### src/rtl/key_pkg.sv
// Shared definitions for the key debounce path.
//   key_state_t              per-channel debounce FSM state (2-bit, 00/01/10/11)
//   DEBOUNCE_CYCLES_DEFAULT  default settle time in clocks (20 ms at 50 MHz)
package key_pkg;

  localparam int unsigned DEBOUNCE_CYCLES_DEFAULT = 1_000_000;

  typedef enum logic [1:0] {
    IDLE         = 2'b00,
    PRESS_WAIT   = 2'b01,
    PRESSED      = 2'b10,
    RELEASE_WAIT = 2'b11
  } key_state_t;

endpackage

### src/rtl/key_debounce_if.sv
// Bundle of key pins and the cleaned key signals derived from them.
//   key_n        raw active-low key pins (0 = pressed), asynchronous to the clock
//   key_level    debounced level, 1 = pressed
//   key_press    one-cycle pulse on an accepted press
//   key_release  one-cycle pulse on an accepted release
//   led_n        active-low LED drive, toggles on every accepted press
// master: the pin side (drives key_n, observes the results)
// slave:  the debouncer (reads key_n, drives the results)
interface key_debounce_if #(
  parameter int unsigned NUM_KEYS = 4
);

  logic [NUM_KEYS-1:0] key_n;
  logic [NUM_KEYS-1:0] key_level;
  logic [NUM_KEYS-1:0] key_press;
  logic [NUM_KEYS-1:0] key_release;
  logic [NUM_KEYS-1:0] led_n;

  modport master (
    output key_n,
    input  key_level,
    input  key_press,
    input  key_release,
    input  led_n
  );

  modport slave (
    input  key_n,
    output key_level,
    output key_press,
    output key_release,
    output led_n
  );

endinterface

### src/rtl/key_debounce_ch.sv
// One key channel: 2-flop synchroniser, counter-based debounce FSM, registered
// level/press/release outputs and an active-low LED that toggles on each press.
//   clk            system clock
//   rst            asynchronous active-high reset
//   key_n_i        raw active-low key pin
//   key_level_o    debounced level, 1 = pressed
//   key_press_o    one-cycle pulse after an accepted press
//   key_release_o  one-cycle pulse after an accepted release
//   led_n_o        active-low LED drive
module key_debounce_ch
  import key_pkg::*;
#(
  parameter int unsigned DEBOUNCE_CYCLES = DEBOUNCE_CYCLES_DEFAULT
) (
  input  logic clk,
  input  logic rst,
  input  logic key_n_i,
  output logic key_level_o,
  output logic key_press_o,
  output logic key_release_o,
  output logic led_n_o
);

  localparam int unsigned CntW = $clog2(DEBOUNCE_CYCLES);
  localparam logic [CntW-1:0] CntOne = CntW'(1);
  localparam logic [CntW-1:0] CntMax = CntW'(DEBOUNCE_CYCLES - 1);

  logic [1:0]      sync_q;
  logic            s;
  key_state_t      state_q, state_d;
  logic [CntW-1:0] cnt_q, cnt_d;
  logic            level_q, level_d;
  logic            press_q, press_d;
  logic            release_q, release_d;
  logic            led_n_q, led_n_d;

  // Synchroniser resets to "released" so reset exit never looks like a press.
  always_ff @(posedge clk or posedge rst) begin
    if (rst) begin
      sync_q <= 2'b11;
    end else begin
      sync_q <= {sync_q[0], key_n_i};
    end
  end

  assign s = sync_q[1];

  // State register
  always_ff @(posedge clk or posedge rst) begin
    if (rst) begin
      state_q <= IDLE;
      cnt_q   <= '0;
    end else begin
      state_q <= state_d;
      cnt_q   <= cnt_d;
    end
  end

  // Next-state logic; a reversal of s during a wait falls back to the stable state.
  always_comb begin
    state_d = state_q;
    cnt_d   = cnt_q;
    unique case (state_q)
      IDLE: begin
        if (!s) begin
          state_d = PRESS_WAIT;
          cnt_d   = CntOne;
        end
      end
      PRESS_WAIT: begin
        if (s) begin
          state_d = IDLE;
          cnt_d   = '0;
        end else if (cnt_q == CntMax) begin
          state_d = PRESSED;
          cnt_d   = '0;
        end else begin
          cnt_d = cnt_q + CntOne;
        end
      end
      PRESSED: begin
        if (s) begin
          state_d = RELEASE_WAIT;
          cnt_d   = CntOne;
        end
      end
      RELEASE_WAIT: begin
        if (!s) begin
          state_d = PRESSED;
          cnt_d   = '0;
        end else if (cnt_q == CntMax) begin
          state_d = IDLE;
          cnt_d   = '0;
        end else begin
          cnt_d = cnt_q + CntOne;
        end
      end
      default: begin
        state_d = IDLE;
        cnt_d   = '0;
      end
    endcase
  end

  // Output logic. The level only rises on PRESS_WAIT->PRESSED and only falls on
  // RELEASE_WAIT->IDLE, so its edges are exactly the press/release events.
  always_comb begin
    level_d   = (state_q == PRESSED) || (state_q == RELEASE_WAIT);
    press_d   = level_d & ~level_q;
    release_d = ~level_d & level_q;
    led_n_d   = press_d ? ~led_n_q : led_n_q;
  end

  always_ff @(posedge clk or posedge rst) begin
    if (rst) begin
      level_q   <= 1'b0;
      press_q   <= 1'b0;
      release_q <= 1'b0;
      led_n_q   <= 1'b1;
    end else begin
      level_q   <= level_d;
      press_q   <= press_d;
      release_q <= release_d;
      led_n_q   <= led_n_d;
    end
  end

  assign key_level_o   = level_q;
  assign key_press_o   = press_q;
  assign key_release_o = release_q;
  assign led_n_o       = led_n_q;

endmodule

### src/rtl/key_debounce.sv
// Debounces NUM_KEYS independent active-low push buttons into clean key
// signals for the LED logic. One key_debounce_ch per key, nothing else.
//   clk   system clock
//   rst   asynchronous active-high reset
//   bus   key_debounce_if slave: key_n in; key_level, key_press,
//         key_release, led_n out (all NUM_KEYS wide)
module key_debounce
  import key_pkg::*;
#(
  parameter int unsigned NUM_KEYS        = 4,
  parameter int unsigned DEBOUNCE_CYCLES = DEBOUNCE_CYCLES_DEFAULT
) (
  input logic           clk,
  input logic           rst,
  key_debounce_if.slave bus
);

  for (genvar i = 0; i < NUM_KEYS; i++) begin : g_ch
    key_debounce_ch #(
      .DEBOUNCE_CYCLES(DEBOUNCE_CYCLES)
    ) u_ch (
      .clk          (clk),
      .rst          (rst),
      .key_n_i      (bus.key_n[i]),
      .key_level_o  (bus.key_level[i]),
      .key_press_o  (bus.key_press[i]),
      .key_release_o(bus.key_release[i]),
      .led_n_o      (bus.led_n[i])
    );
  end

endmodule

### src/flat_wrapper.sv
// flat-port wrapper written by rule: the top's interface ports become plain ports
module key_debounce_flat import key_pkg::*;
#(
  parameter int unsigned NUM_KEYS        = 4,
  parameter int unsigned DEBOUNCE_CYCLES = DEBOUNCE_CYCLES_DEFAULT
)
  (clk, rst, bus_key_n, bus_key_level, bus_key_press, bus_key_release, bus_led_n);
  key_debounce_if #(.NUM_KEYS(NUM_KEYS)) bus_i ();
  input logic clk;
  input logic rst;
  input wire logic [$bits(bus_i.key_n)-1:0] bus_key_n;
  output wire logic [$bits(bus_i.key_level)-1:0] bus_key_level;
  output wire logic [$bits(bus_i.key_press)-1:0] bus_key_press;
  output wire logic [$bits(bus_i.key_release)-1:0] bus_key_release;
  output wire logic [$bits(bus_i.led_n)-1:0] bus_led_n;
  assign bus_i.key_n = bus_key_n;
  assign bus_key_level = bus_i.key_level;
  assign bus_key_press = bus_i.key_press;
  assign bus_key_release = bus_i.key_release;
  assign bus_led_n = bus_i.led_n;
  key_debounce #(.NUM_KEYS(NUM_KEYS), .DEBOUNCE_CYCLES(DEBOUNCE_CYCLES)) u_core (.clk(clk), .rst(rst), .bus(bus_i));
endmodule
### config.mk
export PLATFORM = sky130hd
export DESIGN_NAME = key_debounce_flat
export DESIGN_NICKNAME = d
export VERILOG_FILES = /design/src/rtl/key_pkg.sv /design/src/rtl/key_debounce_if.sv /design/src/rtl/key_debounce_ch.sv /design/src/rtl/key_debounce.sv /design/src/flat_wrapper.sv
export SDC_FILE = /design/constraint.sdc
export NUM_CORES = 1
export LEC_CHECK = 0
export CAP_MARGIN = 20
export CORE_ASPECT_RATIO = 1.1
export CORE_MARGIN = 2
export CORE_UTILIZATION = 55
export CTS_CLUSTER_SIZE = 10
export DETAILED_ROUTE_END_ITERATION = 7
export GPL_TIMING_DRIVEN = 0
export PLACE_DENSITY = 0.84
export SLEW_MARGIN = 20
export SYNTH_ARGS = -nofsm -noshare
export SYNTH_HDL_FRONTEND = slang
export SYNTH_SLANG_ARGS = --single-unit
### constraint.sdc
create_clock -name clk -period 4.1 [get_ports clk]
set_input_delay 1.025 -clock clk [delete_from_list [all_inputs] [get_ports clk]]
set_output_delay 1.025 -clock clk [all_outputs]
set_load 0.05 [all_outputs]
Word-level counts from Yosys, hierarchy flattened
Cells that the tools add are included.
{ "word_totals": {"regBits": 112, "output_inout_bits": 16, "elab_cells": 152} }
{ "classes": {"add_sub_neg": 4, "n_eq_ne": 32, "n_mux": 52, "bitwise": 20, "n_reduce_logical": 16} }
{ "op_table": {"columns": ["cell", "count"], "rows": [
  ["20-bit two-way mux", 20],
  ["20-bit one-hot mux with 4 select lines", 4],
  ["20-bit by 1-bit adder with 20-bit output (second input constant)", 4],
  ["20-bit equality test (second input constant)", 4],
  ["2-bit two-way mux", 24],
  ["2-bit one-hot mux with 4 select lines", 4],
  ["3-bit inequality test (second input constant)", 8],
  ["2-bit equality test (second input constant)", 8],
  ["2-bit inequality test (second input constant)", 8],
  ["4-bit AND reduction", 4],
  ["1-bit NOT", 12],
  ["1-bit bitwise AND", 8],
  ["2-bit by 1-bit equality test with 1-bit output (second input constant)", 4],
  ["2-bit logical NOT", 4],
  ["2-bit AND reduction", 4],
  ["1-bit logical OR", 4]
]} }

Depth between registers and ports, before layout
Gate-level depths: netlist of the first run.
{ "logic_depth": {"word_depth": 4, "depth_mapped": 8, "mapped_depth_nobuf": 6} }

Hierarchy
Synthesis of the first run repeated with hierarchy kept, for this count alone.
{ "unflattened": {"cells_unflattened": 583, "hier_area_um2": 5730.5} }
{ "modules_own_cells": {"columns": ["mod", "instances", "cells_per_inst", "area_each_um2", "seq_area_each_um2"], "rows": [
  ["key_debounce_ch (u_core.g_ch[0].u_ch ...)", 3, 148, 1435.1, 704.4],
  ["key_debounce_ch (u_core.g_ch[3].u_ch)", 1, 139, 1425.1, 704.4]
]} }

Worst setup path after synthesis of the first run
OpenSTA, ideal clock, no wires.
{ "synth_path": {"path_kind": "register to register", "start": "register u_core.g_ch[0].u_ch.cnt_q[0]", "end": "register with a tool-made name", "arrival_time_ps": 1702, "required_ps": 3970, "setup_slack_ps": 2268, "path_stages_with_launch": 8, "path_buffers": 1, "cell_sequence": "dfrtp_1 -> ha_1 -> nand2_1 -> nor4_1 -> a21oi_2 -> clkbuf_1 -> o21ai_0 -> o31ai_1"} }
{ "synth_rtl": {"columns": ["item", "line", "source"], "rows": [
  ["start, declared", "key_debounce_ch.sv:31", "logic [CntW-1:0] cnt_q, cnt_d;"],
  ["start signal, assigned", "key_debounce_ch.sv:55", "cnt_q <= cnt_d;"]
]} }

Worst setup path in the final report of the first run
{ "layout_path": {"start": "register u_core.g_ch[1].u_ch.led_n_q", "end": "output bus_led_n[1]"} }
{ "layout_rtl": {"columns": ["item", "line", "source"], "rows": [
  ["start, declared", "key_debounce_ch.sv:35", "logic led_n_q, led_n_d;"],
  ["start signal, assigned", "key_debounce_ch.sv:124", "led_n_q <= led_n_d;"],
  ["end, declared", "flat_wrapper.sv:15", "output wire logic [$bits(bus_i.led_n)-1:0] bus_led_n;"]
]} }
No word-level cell between the ends.

==> results of run 1 <==
-- worst max-delay path by stage --
stage	start	endpoint	cells after the start
6_report	u_core.g_ch[1].u_ch.led_n_o$_DFFE_PP1P_	bus_led_n[1]	2
5_1_grt	u_core.g_ch[1].u_ch.led_n_o$_DFFE_PP1P_	bus_led_n[1]	2
2_1_floorplan	rst	async pin	1
3_5_place_dp	u_core.g_ch[2].u_ch.led_n_o$_DFFE_PP1P_	bus_led_n[2]	2
4_1_cts	u_core.g_ch[1].u_ch.led_n_o$_DFFE_PP1P_	bus_led_n[1]	2
3_3_place_gp	rst	async pin	2
-- report_power, final --
part / internal, µW / leakage, µW / switching (µW) / total [µW]
Combinational: 580 / 0.00104 / 995 / 1570
Sequential: 1300 / 0.00148 / 169 / 1460
Clock: 415 / 0.000133 / 418 / 834
Total: 2290 / 0.00265 / 1580 / 3870
-- Yosys cell counts, types with 5 or more instances --
cell	number
buf_4	16
o31ai_1	5
nor3_1	9
nand4_1	15
nand3_1	51
xor2_1	8
dfstp_2	12
and4_1	5
nor4_1	6
or3_1	8
a21o_1	9
clkbuf_1	15
a31oi_1	39
buf_2	6
nand2_1	66
nor2_1	25
nor2b_1	11
dfrtp_1	100
xnor2_1	6
nand2b_1	10
a22o_1	12
a21oi_1	40
a41oi_1	5
o21ai_0	32
and3_1	10
inv_1	18
-- routing by layer --
| metal | vias up | share of wire [%] |
|---|---|---|
| met5 | - | 0 |
| met4 | 0 | 1.7 |
| met3 | 18 | 4.8 |
| met2 | 146 | 50 |
| met1 | 2307 | 44 |
| li1 | 2284 | - |
-- cells in the final DEF, fill, tap and decap left out, types with 10 or more instances in the layout --
master	count
nand4_1	15
dfstp_2	12
nand2b_1	10
clkbuf_1	16
clkdlybuf4s50_1	21
buf_4	16
a31oi_1	39
nand2_1	66
o21ai_0	32
and3_1	10
a21oi_1	40
nand3_1	51
dfrtp_1	100
nor2_1	25
a22o_1	12
nor2b_1	11
inv_1	17
-- state kept, by name, indices dropped and copies added, names as in the netlist, named ones only --
name                            count
u_core.g_ch.u_ch.led_n_o            4
u_core.g_ch.u_ch.sync_q             8
u_core.g_ch.u_ch.state_q            4
u_core.g_ch.u_ch.key_release_o      4
u_core.g_ch.u_ch.key_press_o        4
u_core.g_ch.u_ch.key_level_o        4
u_core.g_ch.u_ch.cnt_q             80
-- logic make-up after synthesis --
| group | count (synthesis) |
|---|---|
| compound gates | 164 |
| fa+ha+maj | 4 |
| xor+xnor | 15 |
| flops | 112 |
| simple gates | 250 |
| mux | 3 |
| buf+inv | 60 |
-- final cells by class --
type	instances	area share (%)
inverters	18	1.121
plain buffers	42	3.867
flip-flops and latches	112	43.54
repair buffers	22	3.674
multi-input cells	436	40.82
well taps	143	2.765
clock inverters	6	0.6767
clock buffers	10	3.538
-- stage by stage --
step                TNS [ns]  instances  cell area, µm²  setup WS (ns)  hold WS, ns
floorplan                  0        608            5777         0.1359       0.3452
global placement     -135.76        772            6166         -1.335       0.3467
detailed placement         0        773            6198          1.669       0.3485
CTS                        0        789            6471          1.277       0.3581
global route               0        789            6471          1.237       0.3640
finish                     0        789            6471          1.282       0.3572
-- worst max-delay path, cell delays in order, from the launching register on --
cell             delay [ns]
dfstp_2                0.55
buf_4                  0.10
clkdlybuf4s50_1        0.79
==> flow_metrics.py, run 1 <==
metrics = {
    "global_route": {
        "antenna_found_initial": 0,
        "grt-ovfl-total": 0,
        "grt_pass1_wl_um": 20930,
        "grt_pass1_vias": 4612,
        "grt_max_degree": 84,
        "grt.total_usage_pct": 22.60,
        "gr-usage-met3_pct": 3.892,
        "grt_use_met1_pct": 30.50,
        "busiest_layer": "met2",
        "met2_usage_pct": 36.14,
    },
    "pwr": {
        "leakage_uw": 0.002652,
        "power_uw": 3872,
        "ir_drop_uv": 347.3,
        "powerDensity_mw_per_mm2": 598.4,
    },
    "cells_and_area": {
        "nets": 651,
        "syn_to_final_growth_pct": 12.02,
        "ff_latch_area_mm2": 0.002818,
        "final_core_util_pct": 62.85,
        "fillCellCount": 815,
        "drive_gt1_share_pct": 11.92,
        "antennaDiodeCount": 0,
        "multi_input_area_mm2": 0.002641,
    },
    "floorplanning": {
        "die_y_um": 111.5,
        "initial_core_util_pct": 56.11,
        "fp.dieW_um": 101.7,
        "rows": 39,
        "core_region_area_mm2": 0.01030,
        "die_area_mm2": 0.01134,
        "io_pins": 22,
    },
    "hold_path": {
        "min_path_cells": 0,
        "holdCritPathClass": "reg2reg",
        "min_to": "u_core.g_ch[3].u_ch.sync_q[1]$_DFF_PP1_",
        "hp-start": "u_core.g_ch[3].u_ch.sync_q[0]$_DFF_PP1_",
    },
    "synthesis": {
        "synth_seq_area_share_pct": 48.78,
        "synth_flop_cell": "dfrtp_1",
        "synth-edff-count": 0,
        "synth_nets": 618,
        "yosys.area.top_type": "dfrtp_1",
        "synth.ff_latch_count": 112,
        "synth_top_family_by_area": "simple AND/OR/NAND/NOR gates",
        "synth_cells": 608,
        "syn_area_per_cell_um2": 9.501,
        "synth_xor_area_share_pct": 2.404,
        "synth_cell_types": 60,
        "asyncSetResetFlopFracSynth_pct": 100.0,
        "netlist_area_mm2": 0.005777,
        "synth_mux_area_share_pct": 0.5198,
        "ys_top_cells_by_area": "dfrtp_1 43%, dfstp_2 5.5%, nand3_1 4.4%",
        "synth_compound_area_share_pct": 18.06,
        "yosys_warnings": 0,
        "synth_adder_area_share_pct": 0.8664,
        "yosysTopAreaCellShare_pct": 43.32,
        "synthSimpleGateAreaFrac_pct": 23.87,
    },
    "worst_setup_path": {
        "arrival_ns": 1.79,
        "rrSetupSlack_ns": 1.84,
        "cp-end-kind": "output port",
        "crit_fanout": 2,
        "r2r_start": "u_core.g_ch[0].u_ch.cnt_q[1]$_DFFE_PP0P_",
        "worstSetupStartpointType": "flip-flop",
        "required_ns": 3.07,
        "rr_worst_depth": 7,
        "setup.worst_path.class": "reg2out",
    },
    "timing": {
        "hold_viol": 0,
        "slew_violations": 0,
        "slew_headroom_pct": 52.37,
        "finClkSkew_ns": 0.008185,
        "rsz0062_at_grt": "false",
        "max_freq_ghz": 0.3549,
        "worst_pin_slew_ns": 0.7118,
        "period_minus_slack_ns": 2.818,
        "period_share_pct": 68.73,
        "setup_viol": 0,
    },
    "clocking": {
        "cts_root_buf": "clkbuf_16",
        "clk_latency_ns": 0.36,
        "postCtsSetupBuffers": 0,
        "path_clk_slew_ns": 0.08,
        "cts_resized": 0,
        "ctsHoldBuffers": 0,
        "htree_levels": 3,
        "cts_sinks": 112,
        "cts_tree": "built",
        "clockBufferDepth": 2,
        "numCtsBuffers": 9,
    },
    "drt": {
        "drt_iter0_markers": 330,
        "vias": 4755,
        "drc_errors": 0,
        "ant_nets": 0,
        "wl_um": 11950,
        "viasPerCell": 6.027,
        "routedWlPerCell_um": 15.14,
        "dr.pass1.iters": 5,
    },
    "status": {
        "outcome": "complete, no violations",
    },
    "placed_design": {
        "dp_hpwl_um": 8139,
        "place_congestion": 0.8565,
        "port_buffers": 21,
    },
    "run": {
        "maxCapViolCount": 0,
    },
}
No activity file was read; power rests on OpenSTA's default activity.
==> inputs of run 2 (changes only) <==
Settings changed: CORE_UTILIZATION 55 to 61, PLACE_DENSITY 0.84 to 0.88.
Clock period 4.1 ns to 2.8 ns, I/O delays scaled along.
==> run 2 against run 1 <==
Effect of this change: clock power up 14%; core utilization up 5.7 points; first-iteration DRC count down 11%; global-route usage up 2.6 points; non-clock buffer count up 2; critical path depth unchanged; setup slack worse by 1.0 ns; clock skew about the same; critical path type unchanged; largest cell class unchanged; largest power group unchanged.
==> flow_metrics.py, run 2 (synthesis results as in run 1) <==
metrics = {
    "floorplanning": {
        "die_y_um": 106.1,
        "die_area_mm2": 0.01027,
        "initial_core_util_pct": 62.08,
        "fp.dieW_um": 96.79,
        "io_pins": 22,
        "rows": 37,
        "core_region_area_mm2": 0.009305,
    },
    "drt": {
        "drt_iter0_markers": 294,
        "viasPerCell": 6.288,
        "wl_um": 12460,
        "dr.pass1.iters": 5,
        "ant_nets": 0,
        "routedWlPerCell_um": 16.28,
        "drc_errors": 0,
        "vias": 4810,
    },
    "worst_setup_path": {
        "cp-end-kind": "output port",
        "setup.worst_path.class": "reg2out",
        "r2r_start": "u_core.g_ch[0].u_ch.cnt_q[0]$_DFFE_PP0P_",
        "rrSetupSlack_ns": 0.37,
        "arrival_ns": 1.84,
        "worstSetupStartpointType": "flip-flop",
        "required_ns": 2.10,
        "rr_worst_depth": 7,
        "crit_fanout": 2,
    },
    "clocking": {
        "postCtsSetupBuffers": 0,
        "path_clk_slew_ns": 0.09,
        "numCtsBuffers": 9,
        "cts_root_buf": "clkbuf_8",
        "htree_levels": 3,
        "cts_resized": 0,
        "cts_sinks": 112,
        "ctsHoldBuffers": 0,
        "cts_tree": "built",
        "clk_latency_ns": 0.38,
        "clockBufferDepth": 2,
    },
    "placed_design": {
        "place_congestion": 0.9537,
        "placed_area_mm2": 0.006197,
        "dp_hpwl_um": 8678,
        "port_buffers": 21,
    },
    "timing": {
        "hold_slack_ns": 0.3607,
        "rsz0062_at_grt": "false",
        "hold_viol": 0,
        "setup_viol": 0,
        "finClkSkew_ns": 0.007765,
        "max_freq_ghz": 0.3941,
        "slew_violations": 0,
        "worst_pin_slew_ns": 0.7157,
        "period_minus_slack_ns": 2.537,
        "tns_ns": 0,
        "period_share_pct": 90.62,
        "slew_headroom_pct": 52.11,
    },
    "cells_and_area": {
        "syn_to_final_growth_pct": 10.46,
        "final_area_mm2": 0.006381,
        "final_common_cell": "dfrtp_1",
        "nets": 653,
        "drive_gt1_share_pct": 11.73,
        "largest_register": "u_core.g_ch.u_ch.cnt_q",
        "largest_register_ffs": 80,
        "final_core_util_pct": 68.58,
        "largestRegisters": "u_core.g_ch.u_ch.cnt_q (80), u_core.g_ch.u_ch.sync_q (8)",
        "antennaDiodeCount": 0,
        "layout_common_cells": "100 x dfrtp_1, 66 x nand2_1, 51 x nand3_1, 40 x a21oi_1, 39 x a31oi_1",
        "fillCellCount": 695,
    },
    "hold_path": {
        "holdCritPathClass": "reg2reg",
        "hp-start": "u_core.g_ch[1].u_ch.sync_q[0]$_DFF_PP1_",
        "min_to": "u_core.g_ch[1].u_ch.sync_q[1]$_DFF_PP1_",
        "min_path_cells": 0,
    },
    "pwr": {
        "leakage_uw": 0.002614,
        "ir_drop_uv": 401.3,
        "powerDensity_mw_per_mm2": 855.2,
        "p_sw_share_pct": 41.95,
        "combPwrFrac_pct": 43.1,
        "pwr-share-clk_pct": 17.4,
        "switchingPower_uw": 2289,
        "power_uw": 5457,
        "seqPwrFrac_pct": 39.6,
        "cellInternalPower_uw": 3168,
    },
    "global_route": {
        "grt_pass1_wl_um": 21270,
        "antenna_found_initial": 0,
        "grt-ovfl-total": 0,
        "grt_max_degree": 33,
        "grt_pass1_vias": 4501,
        "grt.total_usage_pct": 25.17,
    },
    "run": {
        "maxCapViolCount": 0,
    },
    "status": {
        "outcome": "complete, no violations",
    },
}
## run 2: cell types whose count changed in the layout (fill, tap and decap cells not counted), sizes merged
cell | before | now
clkinv | 4 | 0
buf | 26 | 28
inv | 19 | 17
clkbuf | 27 | 30
bufinv | 0 | 1
clkinvlp | 1 | 3
## run 2: final cells by class
| type | count | area, µm² | area share, % |
|---|---|---|---|
| inverters | 18 | 71.32 | 1.118 |
| clock inverters | 3 | 45.04 | 0.7059 |
| plain buffers | 42 | 250.2 | 3.922 |
| well taps | 117 | 146.4 | 2.294 |
| flip-flops and latches | 112 | 2818 | 44.16 |
| clock buffers | 13 | 138.9 | 2.176 |
| multi-input cells | 436 | 2641 | 41.39 |
| repair buffers | 24 | 270.3 | 4.235 |
## run 2: worst max-delay path by stage
stage,to,depth (start not counted),slack [ns],startpoint
final,bus_led_n[0],2,0.26,u_core.g_ch[0].u_ch.led_n_o$_DFFE_PP1P_
after global routing,flip-flop,7,0.16,u_core.g_ch[0].u_ch.cnt_q[0]$_DFFE_PP0P_
after CTS,bus_led_n[0],2,0.23,u_core.g_ch[0].u_ch.led_n_o$_DFFE_PP1P_
after detailed placement,flip-flop,7,0.47,u_core.g_ch[0].u_ch.cnt_q[0]$_DFFE_PP0P_
after global placement,u_core.g_ch[1].u_ch.cnt_q[13]$_DFFE_PP0P_,2,-0.26,rst
after floorplan,async pin,1,0.75,rst
## run 2: critical path, stage by stage (launching register included)
cell	delay, ns
dfstp_2	0.56
buf_4	0.11
clkdlybuf4s50_1	0.80
## run 2: routing by layer
layer | vias up | wire length, µm | track usage, %
met1 | 2336 | 5405 | 33.75
met2 | 165 | 6210 | 41.12
li1 | 2286 | - | -
met4 | 0 | 236 | 10.87
met3 | 23 | 604 | 3.813
met5 | - | 0 | 0
## run 2: per-stage QoR
step | std cells | setup slack, ns
finish | 765 | 0.2626
CTS | 765 | 0.2350
global route | 765 | 0.1643
floorplan | 608 | 0.7523
detailed placement | 749 | 0.4655
global placement | 746 | -0.2612
## run 2: power groups by stage
stage / Combinational (µW) / Sequential, µW / Clock [µW]
4_1_cts: 2340 / 2150 / 966
5_1_grt: 2550 / 2210 / 1030
6_report: 2350 / 2160 / 948
2_1_floorplan: 1740 / 2110 / 0
3_3_place_gp: 2240 / 2160 / 0
3_5_place_dp: 2330 / 2190 / 0
==> inputs of run 3 (changes only) <==
Settings changed: CORE_ASPECT_RATIO 1.1 to unset, CTS_CLUSTER_DIAMETER set to 40, GPL_ROUTABILITY_DRIVEN set to 0.
==> run 3 against run 2 <==
Effect of this change: core utilization increased by 1.7 points; die area about the same; flip-flop and latch count unchanged; first-iteration DRC count increased by 6.1%; global-route usage increased by 0.70 points; cell count decreased by 0.78%; critical path type unchanged; largest cell class unchanged.
==> flow_metrics.py, run 3 (synthesis results as in run 1) <==
metrics = {
    "status": {
        "outcome": "complete, no violations",
    },
    "worst_setup_path": {
        "crit_fanout": 2,
        "cp-end-kind": "output port",
        "setup.worst_path.class": "reg2out",
        "cp_num_buf_inv": 2,
        "crit_path_cell_trace": "buf_4, clkdlybuf4s50_1",
        "cp_slowest_cell": "clkdlybuf4s50_1",
        "worstSetupStartpointType": "flip-flop",
        "rrSetupSlack_ns": 0.51,
        "worst_path_dominant_cell_family": "buffers and inverters",
        "required_ns": 2.10,
        "arrival_ns": 1.81,
        "slowest_delay_ns": 0.78,
    },
    "cells_and_area": {
        "drive_gt1_share_pct": 12.04,
        "final_core_util_pct": 70.24,
        "nets": 654,
        "largest_register": "u_core.g_ch.u_ch.cnt_q",
        "largest_register_ffs": 80,
        "final_common_cell": "dfrtp_1",
        "largestRegisters": "u_core.g_ch.u_ch.cnt_q (80), u_core.g_ch.u_ch.sync_q (8)",
        "fillCellCount": 662,
        "ff_latch_area_mm2": 0.002818,
        "antennaDiodeCount": 0,
        "syn_to_final_growth_pct": 11.83,
        "multi_input_area_mm2": 0.002641,
        "layout_common_cells": "100 x dfrtp_1, 66 x nand2_1, 51 x nand3_1, 40 x a21oi_1, 39 x a31oi_1",
    },
    "floorplanning": {
        "initial_core_util_pct": 62.82,
        "rows": 35,
        "fp.dieW_um": 101.3,
        "core_region_area_mm2": 0.009196,
        "die_area_mm2": 0.01026,
        "io_pins": 22,
        "die_y_um": 101.3,
    },
    "pwr": {
        "cellInternalPower_uw": 3372,
        "leakage_uw": 0.002663,
        "powerDensity_mw_per_mm2": 871.5,
        "p_sw_share_pct": 40.11,
        "ir_drop_uv": 398.8,
        "seqPwrFrac_pct": 38.0,
        "switchingPower_uw": 2258,
        "pwr-share-clk_pct": 20.2,
        "combPwrFrac_pct": 41.7,
    },
    "timing": {
        "rsz0062_at_grt": "false",
        "finClkSkew_ns": 0.01265,
        "fin_ws_ns": 0.2944,
        "period_minus_slack_ns": 2.506,
        "worst_pin_slew_ns": 0.6737,
        "slew_violations": 0,
        "setup_viol": 0,
        "hold_viol": 0,
        "slew_headroom_pct": 54.92,
        "max_freq_ghz": 0.3991,
        "period_share_pct": 89.49,
    },
    "clocking": {
        "cts_sinks": 112,
        "cts_root_buf": "clkbuf_8",
        "cts_resized": 0,
        "clk_latency_ns": 0.37,
        "postCtsSetupBuffers": 0,
        "path_clk_slew_ns": 0.10,
        "cts_tree": "built",
        "clockBufferDepth": 2,
        "numCtsBuffers": 9,
        "htree_levels": 3,
        "ctsHoldBuffers": 0,
    },
    "drt": {
        "viasPerCell": 6.344,
        "wl_um": 12540,
        "drc_errors": 0,
        "vias": 4815,
        "dr.pass1.iters": 7,
        "drt_iter0_markers": 312,
        "ant_nets": 0,
        "routedWlPerCell_um": 16.52,
    },
    "placed_design": {
        "dp_hpwl_um": 8547,
        "pre_cts_slack_ns": 0.5680,
        "port_buffers": 21,
    },
    "global_route": {
        "grt_pass1_vias": 4628,
        "grt_max_degree": 34,
        "antenna_found_initial": 0,
        "grt.total_usage_pct": 25.87,
        "grt_pass1_wl_um": 21340,
        "grt-ovfl-total": 0,
    },
    "run": {
        "maxCapViolCount": 0,
    },
    "hold_path": {
        "holdCritPathClass": "reg2reg",
    },
}
[run 3: changes by cell type in the layout (fill, tap and decap cells not counted), sizes merged]
cell	before	now
buf	28	29
clkinvlp	3	1
clkbuf	30	29
bufinv	1	3
[run 3: layout make-up]
cell class / instances / share of cell area, %
flip-flops and latches: 112 / 43.62
repair buffers: 25 / 4.726
inverters: 18 / 1.104
clock inverters: 3 / 1.395
well taps: 111 / 2.150
multi-input cells: 436 / 40.89
plain buffers: 42 / 3.874
clock buffers: 12 / 2.247
[run 3: worst reg2reg max path, cell delays in order, from the launching register on]
cell and delay [ns]:
dfrtp_1 0.43, ha_1 0.24, nand2_1 0.18, nor4_1 0.48, a21oi_2 0.23, clkbuf_1 0.30, o21ai_0 0.22, o31ai_1 0.10
[run 3: metal layers]
metal	share of wire [%]	GRT usage [%]	up-vias
met1	43	35.32	2293
li1	-	-	2301
met4	1.8	9.875	0
met3	6.0	4.831	27
met5	0	0	-
met2	49	41.47	194
[run 3: path summary, 6_finish.rpt]
kind	from	cells after the start	endpoint
max in group asynchronous	rst	5	u_core.g_ch[3].u_ch.led_n_o$_DFFE_PP1P_
min in group asynchronous	rst	2	u_core.g_ch[3].u_ch.cnt_q[9]$_DFFE_PP0P_
hold reg to reg	u_core.g_ch[1].u_ch.sync_q[0]$_DFF_PP1_	0	u_core.g_ch[1].u_ch.sync_q[1]$_DFF_PP1_
setup / recovery	u_core.g_ch[2].u_ch.led_n_o$_DFFE_PP1P_	2	bus_led_n[2]
hold / removal	u_core.g_ch[1].u_ch.sync_q[0]$_DFF_PP1_	0	u_core.g_ch[1].u_ch.sync_q[1]$_DFF_PP1_
setup reg to reg	u_core.g_ch[0].u_ch.cnt_q[0]$_DFFE_PP0P_	7	flip-flop
[run 3: power groups by stage]
stage	combinational [µW]	sequential (µW)	clock, µW
2_1_floorplan	1740	2110	0
3_3_place_gp	2220	2150	0
3_5_place_dp	2320	2170	0
4_1_cts	2340	2140	1160
5_1_grt	2550	2180	1230
6_report	2350	2140	1140
[run 3: metrics by stage]
stage | TNS, ns | instance area, µm² | power [µW] | hold slack (ns) | instances
3_3_place_gp | -25.32 | 6130 | 4370 | 0.3455 | 740
2_1_floorplan | 0 | 5781 | 3847 | 0.3452 | 608
5_1_grt | 0 | 6460 | 5966 | 0.3667 | 759
6_report | 0 | 6460 | 5630 | 0.3609 | 759
3_5_place_dp | 0 | 6225 | 4492 | 0.3472 | 744
4_1_cts | 0 | 6460 | 5641 | 0.3613 | 759
